File: src/rtl/imager_pixel_packer.sv
// imager_pixel_packer
// Collects pixels from several camera channels into fixed-width words. Each
// channel has a small word queue. A round-robin arbiter drains the queues into
// one registered valid/ready output stream. Each output word is tagged with its
// source channel, the number of valid pixels and an end-of-frame flag.
module imager_pixel_packer #(
    parameter int NUM_CAMS     = 2,
    parameter int PIX_W        = 8,
    parameter int PIX_PER_WORD = 4,
    parameter int QDEPTH       = 4,
    localparam int CH_W        = (NUM_CAMS > 1) ? $clog2(NUM_CAMS) : 1,
    localparam int CNT_W       = $clog2(PIX_PER_WORD + 1),
    localparam int OUT_W       = PIX_W * PIX_PER_WORD
) (
    input  logic                      clk,
    input  logic                      reset_n,
    input  logic [NUM_CAMS-1:0]       chan_enable,
    input  logic [NUM_CAMS-1:0]       pix_valid,
    input  logic [NUM_CAMS*PIX_W-1:0] pix_data,
    input  logic [NUM_CAMS-1:0]       frame_done,
    output logic [NUM_CAMS-1:0]       ch_full,
    output logic                      out_valid,
    input  logic                      out_ready,
    output logic [OUT_W-1:0]          out_data,
    output logic [CH_W-1:0]           out_chan,
    output logic [CNT_W-1:0]          out_count,
    output logic                      out_last,
    input  logic [NUM_CAMS-1:0]       clear_overflow,
    output logic [NUM_CAMS-1:0]       overflow_sticky
);

    // Queue entry layout: {last, count, data}
    localparam int ENT_W = OUT_W + CNT_W + 1;
    localparam int QA_W  = $clog2(QDEPTH);
    localparam int QP_W  = QA_W + 1;

    logic [NUM_CAMS-1:0]            q_empty;
    logic [NUM_CAMS-1:0]            pop;
    logic [NUM_CAMS-1:0][ENT_W-1:0] head_ent;

    genvar gi;
    generate
        for (gi = 0; gi < NUM_CAMS; gi++) begin : g_chan
            logic [CNT_W-1:0] pix_cnt_reg;
            logic [CNT_W-1:0] pix_cnt_next;
            logic [OUT_W-1:0] lane_reg;
            logic [PIX_W-1:0] pix;
            logic             pv;
            logic             fd;
            logic             push;
            logic             push_ok;
            logic             q_full;
            logic [OUT_W-1:0] push_word;
            logic [CNT_W-1:0] push_count;
            logic [QP_W-1:0]  wr_ptr_reg;
            logic [QP_W-1:0]  rd_ptr_reg;
            logic [QP_W-1:0]  occ;
            logic [QP_W-1:0]  occ_next;
            logic             full_reg;
            logic             ovf_reg;
            logic [ENT_W-1:0] mem [QDEPTH];

            assign pix = pix_data[gi*PIX_W +: PIX_W];

            // Accumulator: form the outgoing word (current pixel merged in) and the next fill level
            always_comb begin
                pv         = chan_enable[gi] & pix_valid[gi];
                fd         = chan_enable[gi] & frame_done[gi];
                push_word  = '0;
                for (int l = 0; l < PIX_PER_WORD; l++) begin
                    if (CNT_W'(l) < pix_cnt_reg)
                        push_word[l*PIX_W +: PIX_W] = lane_reg[l*PIX_W +: PIX_W];
                    else if (pv && (CNT_W'(l) == pix_cnt_reg))
                        push_word[l*PIX_W +: PIX_W] = pix;
                end
                push_count = pix_cnt_reg + CNT_W'(pv);
                push       = fd || (pv && (pix_cnt_reg == CNT_W'(PIX_PER_WORD - 1)));
                pix_cnt_next = pix_cnt_reg;
                if (!chan_enable[gi] || push)
                    pix_cnt_next = '0;
                else if (pv)
                    pix_cnt_next = pix_cnt_reg + CNT_W'(1);
            end

            // Queue occupancy; a push into a full queue is dropped even if a pop happens this cycle
            always_comb begin
                occ      = wr_ptr_reg - rd_ptr_reg;
                q_full   = (occ == QP_W'(QDEPTH));
                push_ok  = push && !q_full;
                occ_next = occ + QP_W'(push_ok) - QP_W'(pop[gi]);
            end

            assign q_empty[gi]         = (occ == '0);
            assign head_ent[gi]        = mem[rd_ptr_reg[QA_W-1:0]];
            assign ch_full[gi]         = full_reg;
            assign overflow_sticky[gi] = ovf_reg;

            // Word storage; contents need no reset because the pointers define validity
            always_ff @(posedge clk) begin
                if (push_ok)
                    mem[wr_ptr_reg[QA_W-1:0]] <= {fd, push_count, push_word};
            end

            // Per-channel state: pixel lanes, pointers, almost-full and overflow flags
            always_ff @(posedge clk or negedge reset_n) begin
                if (!reset_n) begin
                    pix_cnt_reg <= '0;
                    lane_reg    <= '0;
                    wr_ptr_reg  <= '0;
                    rd_ptr_reg  <= '0;
                    full_reg    <= 1'b0;
                    ovf_reg     <= 1'b0;
                end else begin
                    pix_cnt_reg <= pix_cnt_next;
                    for (int l = 0; l < PIX_PER_WORD; l++) begin
                        if (pv && (CNT_W'(l) == pix_cnt_reg))
                            lane_reg[l*PIX_W +: PIX_W] <= pix;
                    end
                    if (push_ok)
                        wr_ptr_reg <= wr_ptr_reg + QP_W'(1);
                    if (pop[gi])
                        rd_ptr_reg <= rd_ptr_reg + QP_W'(1);
                    // Registered from the next occupancy so the ADC sees it one cycle before the queue fills
                    full_reg <= (occ_next >= QP_W'(QDEPTH - 1));
                    if (push && q_full)
                        ovf_reg <= 1'b1;
                    else if (clear_overflow[gi])
                        ovf_reg <= 1'b0;
                end
            end
        end
    endgenerate

    logic             out_valid_reg;
    logic [OUT_W-1:0] out_data_reg;
    logic [CH_W-1:0]  out_chan_reg;
    logic [CNT_W-1:0] out_count_reg;
    logic             out_last_reg;
    logic [CH_W-1:0]  ptr_reg;
    logic             load;
    logic             grant_valid;
    logic [CH_W-1:0]  grant_idx;
    logic [ENT_W-1:0] sel_ent;
    int               arb_idx;

    // Round-robin search from ptr over non-empty queues; pops only when the output register loads
    always_comb begin
        load        = !out_valid_reg || out_ready;
        grant_valid = 1'b0;
        grant_idx   = '0;
        sel_ent     = '0;
        pop         = '0;
        arb_idx     = 0;
        for (int i = 0; i < NUM_CAMS; i++) begin
            arb_idx = int'(ptr_reg) + i;
            if (arb_idx >= NUM_CAMS)
                arb_idx = arb_idx - NUM_CAMS;
            for (int c = 0; c < NUM_CAMS; c++) begin
                if (!grant_valid && (arb_idx == c) && !q_empty[c]) begin
                    grant_valid = 1'b1;
                    grant_idx   = CH_W'(c);
                end
            end
        end
        for (int c = 0; c < NUM_CAMS; c++) begin
            if (grant_idx == CH_W'(c))
                sel_ent = head_ent[c];
            pop[c] = load && grant_valid && (grant_idx == CH_W'(c));
        end
    end

    // Output register: refills when empty or accepted, holds steady under backpressure
    always_ff @(posedge clk or negedge reset_n) begin
        if (!reset_n) begin
            out_valid_reg <= 1'b0;
            out_data_reg  <= '0;
            out_chan_reg  <= '0;
            out_count_reg <= '0;
            out_last_reg  <= 1'b0;
            ptr_reg       <= '0;
        end else if (load) begin
            out_valid_reg <= grant_valid;
            if (grant_valid) begin
                {out_last_reg, out_count_reg, out_data_reg} <= sel_ent;
                out_chan_reg <= grant_idx;
                ptr_reg <= (grant_idx == CH_W'(NUM_CAMS - 1)) ? '0 : grant_idx + CH_W'(1);
            end else begin
                out_data_reg  <= '0;
                out_chan_reg  <= '0;
                out_count_reg <= '0;
                out_last_reg  <= 1'b0;
            end
        end
    end

    assign out_valid = out_valid_reg;
    assign out_data  = out_data_reg;
    assign out_chan  = out_chan_reg;
    assign out_count = out_count_reg;
    assign out_last  = out_last_reg;

endmodule
File: config.mk
export PLATFORM = sky130hd
export DESIGN_NAME = imager_pixel_packer
export DESIGN_NICKNAME = d
export VERILOG_FILES = /design/src/rtl/imager_pixel_packer.sv
export SDC_FILE = /design/constraint.sdc
export NUM_CORES = 1
export LEC_CHECK = 0
export CAP_MARGIN = 20
export CORE_MARGIN = 3
export CORE_UTILIZATION = 40
export CTS_CLUSTER_SIZE = 12
export DETAILED_ROUTE_END_ITERATION = 8
export PLACE_DENSITY = 0.58
export SLEW_MARGIN = 0
export SYNTH_ARGS = -nofsm -noshare
export SYNTH_HDL_FRONTEND = slang
export SYNTH_SLANG_ARGS = --single-unit
File: constraint.sdc
create_clock -name clk -period 5.3 [get_ports clk]
set_clock_uncertainty 0.15 [all_clocks]
set_input_delay 0.795 -clock clk [delete_from_list [all_inputs] [get_ports clk]]
set_output_delay 0.795 -clock clk [all_outputs]
set_load 0.05 [all_outputs]
Word level (Yosys, flattened, before mapping)
Memory sizes are Yosys's and may differ from the RTL's.
Cells that the tools add are included.
{"block": "totals", "latchBits": 0, "inputBits": 27, "out_inout_bits": 42, "n_memories": 2, "ff_bits": 125, "ram_bits": 288, "romBits": 0, "word_cells": 166}
{"name": "g_chan[0].mem", "words": 4, "word_bits": 36, "rd": 1, "rd_clocked_by_memory_dff": 0, "wr": 1, "line_no": "61", "text": "logic [ENT_W-1:0] mem [QDEPTH];"}
{"name": "g_chan[1].mem", "words": 4, "word_bits": 36, "rd": 1, "rd_clocked_by_memory_dff": 0, "wr": 1, "line_no": "61"}
{"block": "classes", "add_sub_neg": 18, "mul": 0, "n_eq_ne": 12, "order_cmp": 12, "div": 0, "n_reduce_logical": 50, "shifts": 0, "mux": 43, "bitwise": 5}
{"op": "$mux W8", "n": 16}
{"op": "$mux W32", "n": 3}
{"op": "$eq A32 B2 Y1 const B", "n": 2}
{"op": "$logic_not A32 Y1", "n": 2}
{"op": "$mux W36", "n": 1}
{"op": "$logic_and A1 B1 Y1", "n": 24}
{"op": "$add A3 B1 Y3 const B", "n": 6}
{"op": "$mux W1", "n": 18}
{"op": "$mux W3", "n": 5}
{"op": "$add A3 B1 Y3", "n": 4}
{"op": "$eq A2 B3 Y1 const A", "n": 4}
{"op": "$logic_not A3 Y1", "n": 4}
{"op": "$lt A1 B3 Y1 const A", "n": 4}
{"op": "$lt A2 B3 Y1 const A", "n": 4}
{"op": "$logic_not A1 Y1", "n": 10}
{"op": "$reduce_bool A2 Y1", "n": 4}
{"op": "$eq A1 B3 Y1 const A", "n": 2}
{"op": "$eq A3 B2 Y1 const B", "n": 2}
{"op": "$eq A3 B3 Y1 const B", "n": 2}
{"op": "$ge A3 B2 Y1 const B", "n": 2}
{"op": "$sub A3 B1 Y3", "n": 2}
{"op": "$sub A3 B3 Y3", "n": 2}
{"op": "$logic_or A1 B1 Y1", "n": 5}
{"op": "$and A1 B1 Y1", "n": 4}
{"op": "other kinds (8)", "n": 8}

Logic depth before layout (Yosys ltp)
Gate-level depths: netlist of the first run.
{"block": "logic_depth", "depth_word": 21, "depth_mapped": 15, "depth_no_buf": 14}

Worst setup path before layout of the first run
Ideal clock, no wire load.
{"block": "synth_timing", "path_kind": "reg-to-reg", "from": "register g_chan[0].wr_ptr_reg[0]", "to": "register g_chan[1].full_reg", "setup_time_ps": 120, "path_stages_with_launch": 15, "path_slack_ps": 1979, "path_buffers": 1, "t_required_ps": 5030, "t_arrival_ps": 3052, "synth_period_minus_slack_ps": 3321, "cell_sequence": "dfrtp_1 inv_1 ha_1 fa_1 and2_1 and2_4 buf_6 o211a_1 ha_1 inv_1 ha_1 fa_1 xnor2_1 xnor2_1 nand2_1"}
{"block": "synth_via", "elab_chain_len": 21, "elab_cells_between_ends": 24, "classes_between": "2 x add/sub; 1 x order compare; 7 x mux; 14 x reduce/logical"}
{"element": "start, declared", "line_no": "55", "text": "logic [QP_W-1:0] wr_ptr_reg;"}
{"element": "start signal, assigned", "line_no": "120", "text": "wr_ptr_reg <= wr_ptr_reg + QP_W'(1);"}
{"element": "$sub A3 B3 Y3 (*)", "line_no": "87", "text": "occ = wr_ptr_reg - rd_ptr_reg;"}
{"element": "$logic_not A3 Y1 (*)", "line_no": "93", "text": "assign q_empty[gi] = (occ == '0);"}
{"element": "$logic_not A1 Y1 (*)", "line_no": "159", "text": "if (!grant_valid && (arb_idx == c) && !q_empty[c]) begin"}
{"element": "$logic_and A1 B1 Y1", "line_no": "159"}
{"element": "$mux W1", "line_no": "159"}
{"element": "$logic_not A1 Y1", "line_no": "159"}
{"element": "$logic_and A1 B1 Y1 (2 in series)", "line_no": "159"}
{"element": "$mux W1", "line_no": "159"}
{"element": "[4 not listed]"}
{"element": "$logic_not A1 Y1", "line_no": "159"}
{"element": "$logic_and A1 B1 Y1 (2 in series)", "line_no": "159"}
{"element": "$mux W1", "line_no": "159"}
{"element": "$logic_and A1 B1 Y1", "line_no": "168", "text": "pop[c] = load && grant_valid && (grant_idx == CH_W'(c));"}
{"element": "$logic_and A1 B1 Y1 (*)", "line_no": "168"}
{"element": "via pop[1]", "line_no": "38", "text": "logic [NUM_CAMS-1:0] pop;"}
{"element": "$sub A3 B1 Y3 (*)", "line_no": "90", "text": "occ_next = occ + QP_W'(push_ok) - QP_W'(pop[gi]);"}
{"element": "$ge A3 B2 Y1 (*)", "line_no": "124", "text": "full_reg <= (occ_next >= QP_W'(QDEPTH - 1));"}
{"element": "end signal, assigned", "line_no": "124"}
{"element": "end, declared", "line_no": "59", "text": "logic full_reg;"}
Mark *: on every way through the listed nets, which the timed path passes. The rest lies on a longest branch.
A chain may end at the register's enable or synchronous reset.

Worst setup path after layout of the first run
{"block": "layout_timing", "from": "register g_chan[1].wr_ptr_reg[0]", "to": "register g_chan[0].full_reg"}
{"block": "layout_via", "elab_chain_len": 17, "elab_cells_between_ends": 21, "classes_between": "2 x add/sub; 1 x order compare; 6 x mux; 1 x bitwise; 11 x reduce/logical"}
{"element": "start, declared", "line_no": "55"}
{"element": "start signal, assigned", "line_no": "120"}
{"element": "$sub A3 B3 Y3 (*)", "line_no": "87"}
{"element": "$logic_not A3 Y1 (*)", "line_no": "93"}
{"element": "$logic_not A1 Y1 (*)", "line_no": "159"}
{"element": "$logic_and A1 B1 Y1", "line_no": "159"}
{"element": "$mux W1", "line_no": "159"}
{"element": "$logic_not A1 Y1", "line_no": "159"}
{"element": "$logic_and A1 B1 Y1 (2 in series)", "line_no": "159"}
{"element": "$mux W1", "line_no": "159"}
{"element": "$logic_not A1 Y1", "line_no": "159"}
{"element": "$logic_and A1 B1 Y1 (2 in series)", "line_no": "159"}
{"element": "$mux W1", "line_no": "159"}
{"element": "$logic_and A1 B1 Y1 or $not A1 Y1 (tied branches)", "line_no": "168"}
{"element": "$logic_and A1 B1 Y1 (*)", "line_no": "168"}
{"element": "via pop[0]", "line_no": "38"}
{"element": "$sub A3 B1 Y3 (*)", "line_no": "90"}
{"element": "$ge A3 B2 Y1 (*)", "line_no": "124"}
{"element": "end signal, assigned", "line_no": "124"}
{"element": "end, declared", "line_no": "59"}
Marks and branches as above.

==> flow_metrics.py, run 1 <==
metrics = {
    "power_and_ir_drop": {
        "net-switching-power_w": 0.00376,
        "power.share.combinational_pct": 35.3,
        "ir_worst_vdd_mv": 0.344,
        "sw_frac_of_total_pct": 34.2,
        "power.density_mw_per_mm2": 559,
        "reg_power_share_pct": 39.4,
        "power_frac_clock_pct": 25.3,
        "internal_power_w": 0.00723,
        "static-leakage-power_nw": 7.48,
        "power.total_w": 0.0110,
    },
    "timing": {
        "tns_ps": 0,
        "tightest_slew_ps": 1050,
        "drv_slew": 0,
        "achievable-frequency_ghz": 0.270,
        "timing.slew.headroom_pct": 30.2,
        "final_setup_vio_count": 0,
        "grt_setup_unrepaired": "false",
        "final_min_period_over_clock_period_pct": 69.9,
        "final_critical_period_ps": 3700,
        "finalHoldViolCount": 0,
    },
    "floorplanning": {
        "floorplan.die.height_um": 213,
        "floorplan.die.width_um": 213,
        "coreArea_mm2": 0.0422,
        "floorplan.initialDensity_pct": 40.7,
        "row_count": 75,
        "floorplan.die_area_mm2": 0.0455,
        "boundaryPins": 69,
    },
    "final_layout": {
        "regArea_mm2": 0.0118,
        "finish.net_count": 1187,
        "drive_gt1_share_pct": 17.0,
        "final_util_pct": 46.5,
        "flip_flop_count_of_the_largest_register_all_copies_and_words_added": 288,
        "fillCellCount": 3611,
        "final_cell_mix": "edfxtp_1 (288), nand2_1 (178), dfrtp_1 (123)",
        "multi_input_comb_area_mm2": 0.00502,
        "area_delta_synth_final_pct": 14.3,
        "antenna_cells_inserted": 0,
        "layout.cells.most_common": "edfxtp_1",
    },
    "global_routing": {
        "number_of_global_route_vias_before_repair": 9382,
        "grt_max_degree": 91,
        "overflow": 0,
        "antenna_found_initial": 0,
        "grt_util_all_layers_pct": 16.6,
        "grt_first_pass_wirelength_um": 57300,
    },
    "synthesis": {
        "synth.yosys.warnings": 0,
        "mappedNetlistArea_mm2": 0.0172,
        "synthCells": 1075,
        "synthSimpleGateAreaFrac_pct": 6.91,
        "ys_types": 43,
        "synth_async_sr_flop_share_pct": 30.3,
        "synth.area.mux_share_pct": 11.8,
        "synth-compound-area-share_pct": 6.91,
        "synth_ff_type": "edfxtp_1",
        "synth_top_family_by_area": "multiplexers",
        "synth-adder-area-share_pct": 2.36,
        "synth_nets": 1132,
        "sequential_element_share_of_the_synthesized_area_pct": 68.5,
        "synthXorXnorAreaFrac_pct": 1.18,
        "synth_edf_count": 288,
        "syn_avg_cell_area_um2": 16.0,
        "synth.ff_latch_count": 413,
    },
    "clock_network": {
        "insertion_delay_ps": 530,
        "cts_setup_buffers": 0,
        "clk_root_buffer_cell": "clkbuf_16",
        "clk_path_buf_depth": 3,
        "number_of_levels_in_the_clock_h_tree": 2,
        "ctsHoldBuffers": 0,
        "cts.sink_count": 413,
        "ctsResizeCount": 0,
        "clock_tree_from_tritoncts": "built",
        "path_clk_slew_ps": 60,
        "cts-buffers-inserted": 44,
    },
    "setup_path": {
        "r2r_start": "g_chan[1].wr_ptr_reg[0]",
        "crit_path_start_kind": "register",
        "crit_fanout": 16,
        "critPathLaunch": "g_chan[1].wr_ptr_reg[0]",
        "worst-endpoint-arrival_ps": 3960,
        "timing.critical_path.required_ps": 5560,
        "reg2reg_slack_ps": 1600,
        "critical_path_class": "register to register",
        "critical_path.endpoint_type": "register",
    },
    "route": {
        "drc": 0,
        "detailed_routing_iteration_count_for_the_pre_antenna_repair_pass": 5,
        "via_count": 9333,
        "detail_route.wl_per_cell_um": 21.7,
        "final_antenna_net_count": 0,
        "first_iter_violations": 827,
        "vias_per_cell": 5.49,
        "totalWireLength_um": 36900,
    },
    "placed_design": {
        "port-buffer-count": 68,
        "dp_hpwl_um": 23600,
        "routabilityCongestion": 0.818,
    },
    "flow_run": {
        "maxCapViolations": 0,
    },
    "hold_path": {
        "worst_hold_path_type": "primary input to async pin",
    },
    "run_status": {
        "status": "complete, no violations",
    },
}
-- cell type report --
cell class / count / share of cell area [%]
clock buffers: 66 / 6.34
clock inverters: 12 / 0.287
inverters: 17 / 0.325
multi-input cells: 571 / 25.6
flip-flops and latches: 413 / 59.9
well taps: 539 / 3.43
repair buffers: 83 / 4.13
-- metrics by stage --
stage	cells	hold slack (ps)	instance area [um^2]	setup slack (ps)
6_report	1701	179	19700	1600
5_1_grt	1701	252	19700	1360
4_1_cts	1700	233	19600	1610
3_5_place_dp	1622	313	18300	1600
3_3_place_gp	1622	308	18300	1700
2_1_floorplan	1075	293	17200	1980
-- power by group through the flow --
stage	Clock (W)	Combinational, W	Sequential [W]
after floorplan	0	0.00255	0.00472
final	0.00278	0.00388	0.00433
after detailed placement	0	0.00395	0.00438
after global routing	0.00299	0.00423	0.00438
after global placement	0	0.00391	0.00437
after CTS	0.00286	0.00397	0.00433
-- worst paths after layout --
check | to | cells after the start
min in group clk | g_chan[0].wr_ptr_reg[2] | 1
max reg2reg | g_chan[0].full_reg | 14
min | g_chan[1].lane_reg[17] | 1
max | g_chan[0].full_reg | 14
max in group asynchronous | g_chan[0].lane_reg[7] | 2
min reg2reg | g_chan[0].wr_ptr_reg[2] | 1
-- worst max-delay path: stages, from the launching register on --
cell and delay [ps]:
dfrtp_1 370, inv_1 100, ha_1 220, fa_1 570, and2_1 200, nand2_1 330
a211o_1 450, inv_1 70, ha_1 120, inv_1 40, ha_1 180, fa_1 380
xnor2_1 180, xnor2_1 130, nand2_1 80
-- metal layers --
layer / global-route usage [%] / share of wire (%) / vias to the layer above
met1: 24.5 / 46 / 4845
met5: 0 / 0 / -
li1: - / - / 4239
met3: 2.88 / 4.7 / 48
met2: 26.1 / 47 / 201
met4: 3.97 / 1.8 / 0
-- kinds of logic (layout without fill, tap and decap cells) --
family                     Yosys count  count (layout)
and+or+nand+nor                    262             262
xor gates and xnor gates            20              20
adders and majority gates           30              30
AOI/OAI and AO/OA                  151             151
buffers and inverters               91             178
muxes                              108             108
DFF                                413             413
-- Yosys cell counts (all sizes together), types with 11 or more instances --
cell type / count / area share [%]
edfxtp: 288 / 50
dfrtp: 125 / 18
mux4: 72 / 9.4
mux2: 34 / 2.2
a211oi: 37 / 1.6
a22o: 32 / 1.6
buf: 29 / 1.0
a221o: 36 / 2.1
and2: 11 / 0.41
ha: 26 / 1.9
and3: 46 / 1.7
inv: 17 / 0.37
o21ai: 34 / 0.99
nand2: 178 / 3.9
clkbuf: 45 / 0.98
Note: power is estimated with default switching activity, not from simulation.
==> inputs of run 2 (changes only) <==
==> constraint.sdc (replaced) <==
create_clock -name clk -period 3.9 [get_ports clk]
set_clock_uncertainty 0.15 [all_clocks]
set_input_delay 0.585 -clock clk [delete_from_list [all_inputs] [get_ports clk]]
set_output_delay 0.585 -clock clk [all_outputs]
set_load 0.05 [all_outputs]
==> flow_metrics.py, run 2 (synthesis gave the netlist of run 1 again) <==
metrics = {
    "timing": {
        "grt_setup_unrepaired": "false",
        "timing.slew.headroom_pct": 45.1,
        "drv_slew": 0,
        "final_min_period_over_clock_period_pct": 88.4,
        "achievable-frequency_ghz": 0.290,
        "tightest_slew_ps": 824,
        "tns_ps": 0,
        "finalHoldWorstSlack_ps": 325,
        "finalHoldViolCount": 0,
        "final_setup_vio_count": 0,
        "final_critical_period_ps": 3450,
    },
    "final_layout": {
        "finish.net_count": 1198,
        "area_delta_synth_final_pct": 15.0,
        "final_cell_mix": "edfxtp_1 (288), nand2_1 (178), dfrtp_1 (123)",
        "flip_flop_count_of_the_largest_register_all_copies_and_words_added": 288,
        "drive_gt1_share_pct": 17.1,
        "layout.cells.most_common": "edfxtp_1",
        "antenna_cells_inserted": 0,
        "fillCellCount": 3640,
    },
    "run_status": {
        "status": "complete, no violations",
    },
    "power_and_ir_drop": {
        "power_frac_clock_pct": 25.6,
        "internal_power_w": 0.00987,
        "power.density_mw_per_mm2": 761,
        "net-switching-power_w": 0.00518,
        "power.share.combinational_pct": 35.6,
        "power.total_w": 0.0151,
        "reg_power_share_pct": 38.8,
        "ir_worst_vdd_mv": 0.561,
        "sw_frac_of_total_pct": 34.4,
        "static-leakage-power_nw": 7.54,
    },
    "setup_path": {
        "worst-endpoint-arrival_ps": 3730,
        "crit_buf_inv": 2,
        "critical_path_class": "register to register",
        "critical_path.endpoint_type": "register",
        "path_common_cell": "ha_1",
        "crit_path_cell_trace": "inv_1 > ha_1 > fa_1 > and2_1 > and2_4 > o211a_1 > ha_1 > inv_1 > ha_1 > fa_1 > xnor2_1 > xnor2_1 > nand2_1",
        "crit_path_start_kind": "register",
        "path_delay_family": "adder cells",
        "timing.critical_path.slowest_cell_delay_ps": 510,
        "cpMaxStageDelayCell": "fa_1",
        "crit_fanout": 10,
        "timing.critical_path.required_ps": 4180,
    },
    "floorplanning": {
        "floorplan.initialDensity_pct": 40.7,
        "floorplan.die.width_um": 213,
        "boundaryPins": 69,
        "coreArea_mm2": 0.0422,
        "floorplan.die.height_um": 213,
        "row_count": 75,
        "floorplan.die_area_mm2": 0.0455,
    },
    "global_routing": {
        "overflow": 0,
        "antenna_found_initial": 0,
        "number_of_global_route_vias_before_repair": 9369,
        "grt_first_pass_wirelength_um": 58100,
        "grt_max_degree": 77,
        "grt_util_all_layers_pct": 16.9,
    },
    "route": {
        "drc": 0,
        "vias_per_cell": 5.38,
        "detail_route.wl_per_cell_um": 21.9,
        "final_antenna_net_count": 0,
        "first_iter_violations": 635,
        "totalWireLength_um": 37600,
        "detailed_routing_iteration_count_for_the_pre_antenna_repair_pass": 4,
        "via_count": 9230,
    },
    "hold_path": {
        "worst_hold_path_type": "register to register",
    },
    "placed_design": {
        "dp_hpwl_um": 23800,
        "port-buffer-count": 68,
        "routabilityCongestion": 0.808,
    },
    "clock_network": {
        "insertion_delay_ps": 560,
        "path_clk_slew_ps": 60,
        "cts.sink_count": 413,
        "cts-buffers-inserted": 44,
        "ctsResizeCount": 0,
        "clk_root_buffer_cell": "clkbuf_16",
        "number_of_levels_in_the_clock_h_tree": 2,
        "clock_tree_from_tritoncts": "built",
        "clk_path_buf_depth": 3,
    },
    "flow_run": {
        "maxCapViolations": 0,
    },
}
==> run 2: path summary, 6_finish.rpt <==
path / startpoint / to / slack (ps) / depth (start not counted)
max in group asynchronous: reset_n / g_chan[0].ovf_reg / 2260 / 3
worst min-delay path: g_chan[0].lane_reg[17] / g_chan[0].lane_reg[17] / 330 / 2
worst max-delay path: g_chan[0].wr_ptr_reg[0] / g_chan[1].full_reg / 450 / 13
worst max register to register: g_chan[0].wr_ptr_reg[0] / g_chan[1].full_reg / 450 / 13
worst min register to register: g_chan[0].lane_reg[17] / g_chan[0].lane_reg[17] / 330 / 2
min in group asynchronous: reset_n / g_chan[1].lane_reg[23] / 490 / 2
==> run 2: stage by stage <==
| stage | worst slack, ps | cell area, um^2 | instances | util [%] |
|---|---|---|---|---|
| floorplan | 579 | 17200 | 1075 | - |
| global placement | 545 | 18500 | 1633 | 43.7 |
| detailed placement | 427 | 18500 | 1633 | 43.7 |
| CTS | 431 | 19800 | 1715 | 46.8 |
| global route | 215 | 19800 | 1715 | 46.8 |
| finish | 453 | 19800 | 1715 | 46.8 |
==> run 2: worst register-to-register path, cell delays in order, from the launching register on <==
cell,delay [ps]
dfrtp_1,380
inv_1,110
ha_1,220
fa_1,510
and2_1,220
and2_4,180
o211a_1,290
ha_1,300
inv_1,40
ha_1,180
fa_1,380
xnor2_1,180
xnor2_1,130
nand2_1,70
==> run 2: power by group through the flow <==
stage	registers (W)	clock network [W]	logic (W)
finish	0.00585	0.00385	0.00535
global route	0.00591	0.00414	0.00584
CTS	0.00585	0.00395	0.00548
detailed placement	0.00593	0	0.00545
global placement	0.00591	0	0.00541
floorplan	0.00642	0	0.00347
==> run 2: timing repair <==
item / in CTS / in global routing
hold endpoints to repair: 66 / 0
hold buffers: 1 / 0
endpoints found under the setup margin: 0 / 0
setup buffers: 0 / 0
==> run 2: final cells by class <==
cell class	count	area [um^2]	share of cell area [%]
inverters	17	63.8	0.323
clock inverters	17	108	0.544
clock buffers	64	1210	6.10
flip-flops and latches	413	11800	59.5
repair buffers	94	930	4.70
well taps	539	674	3.41
multi-input cells	571	5020	25.4
==> run 2: metal layers <==
layer | track usage [%] | up-vias | wire length, um
li1 | - | 4260 | -
met4 | 4.12 | 0 | 654
met1 | 25.1 | 4738 | 17700
met5 | 0 | - | 0
met3 | 2.82 | 46 | 1620
met2 | 26.4 | 186 | 17600
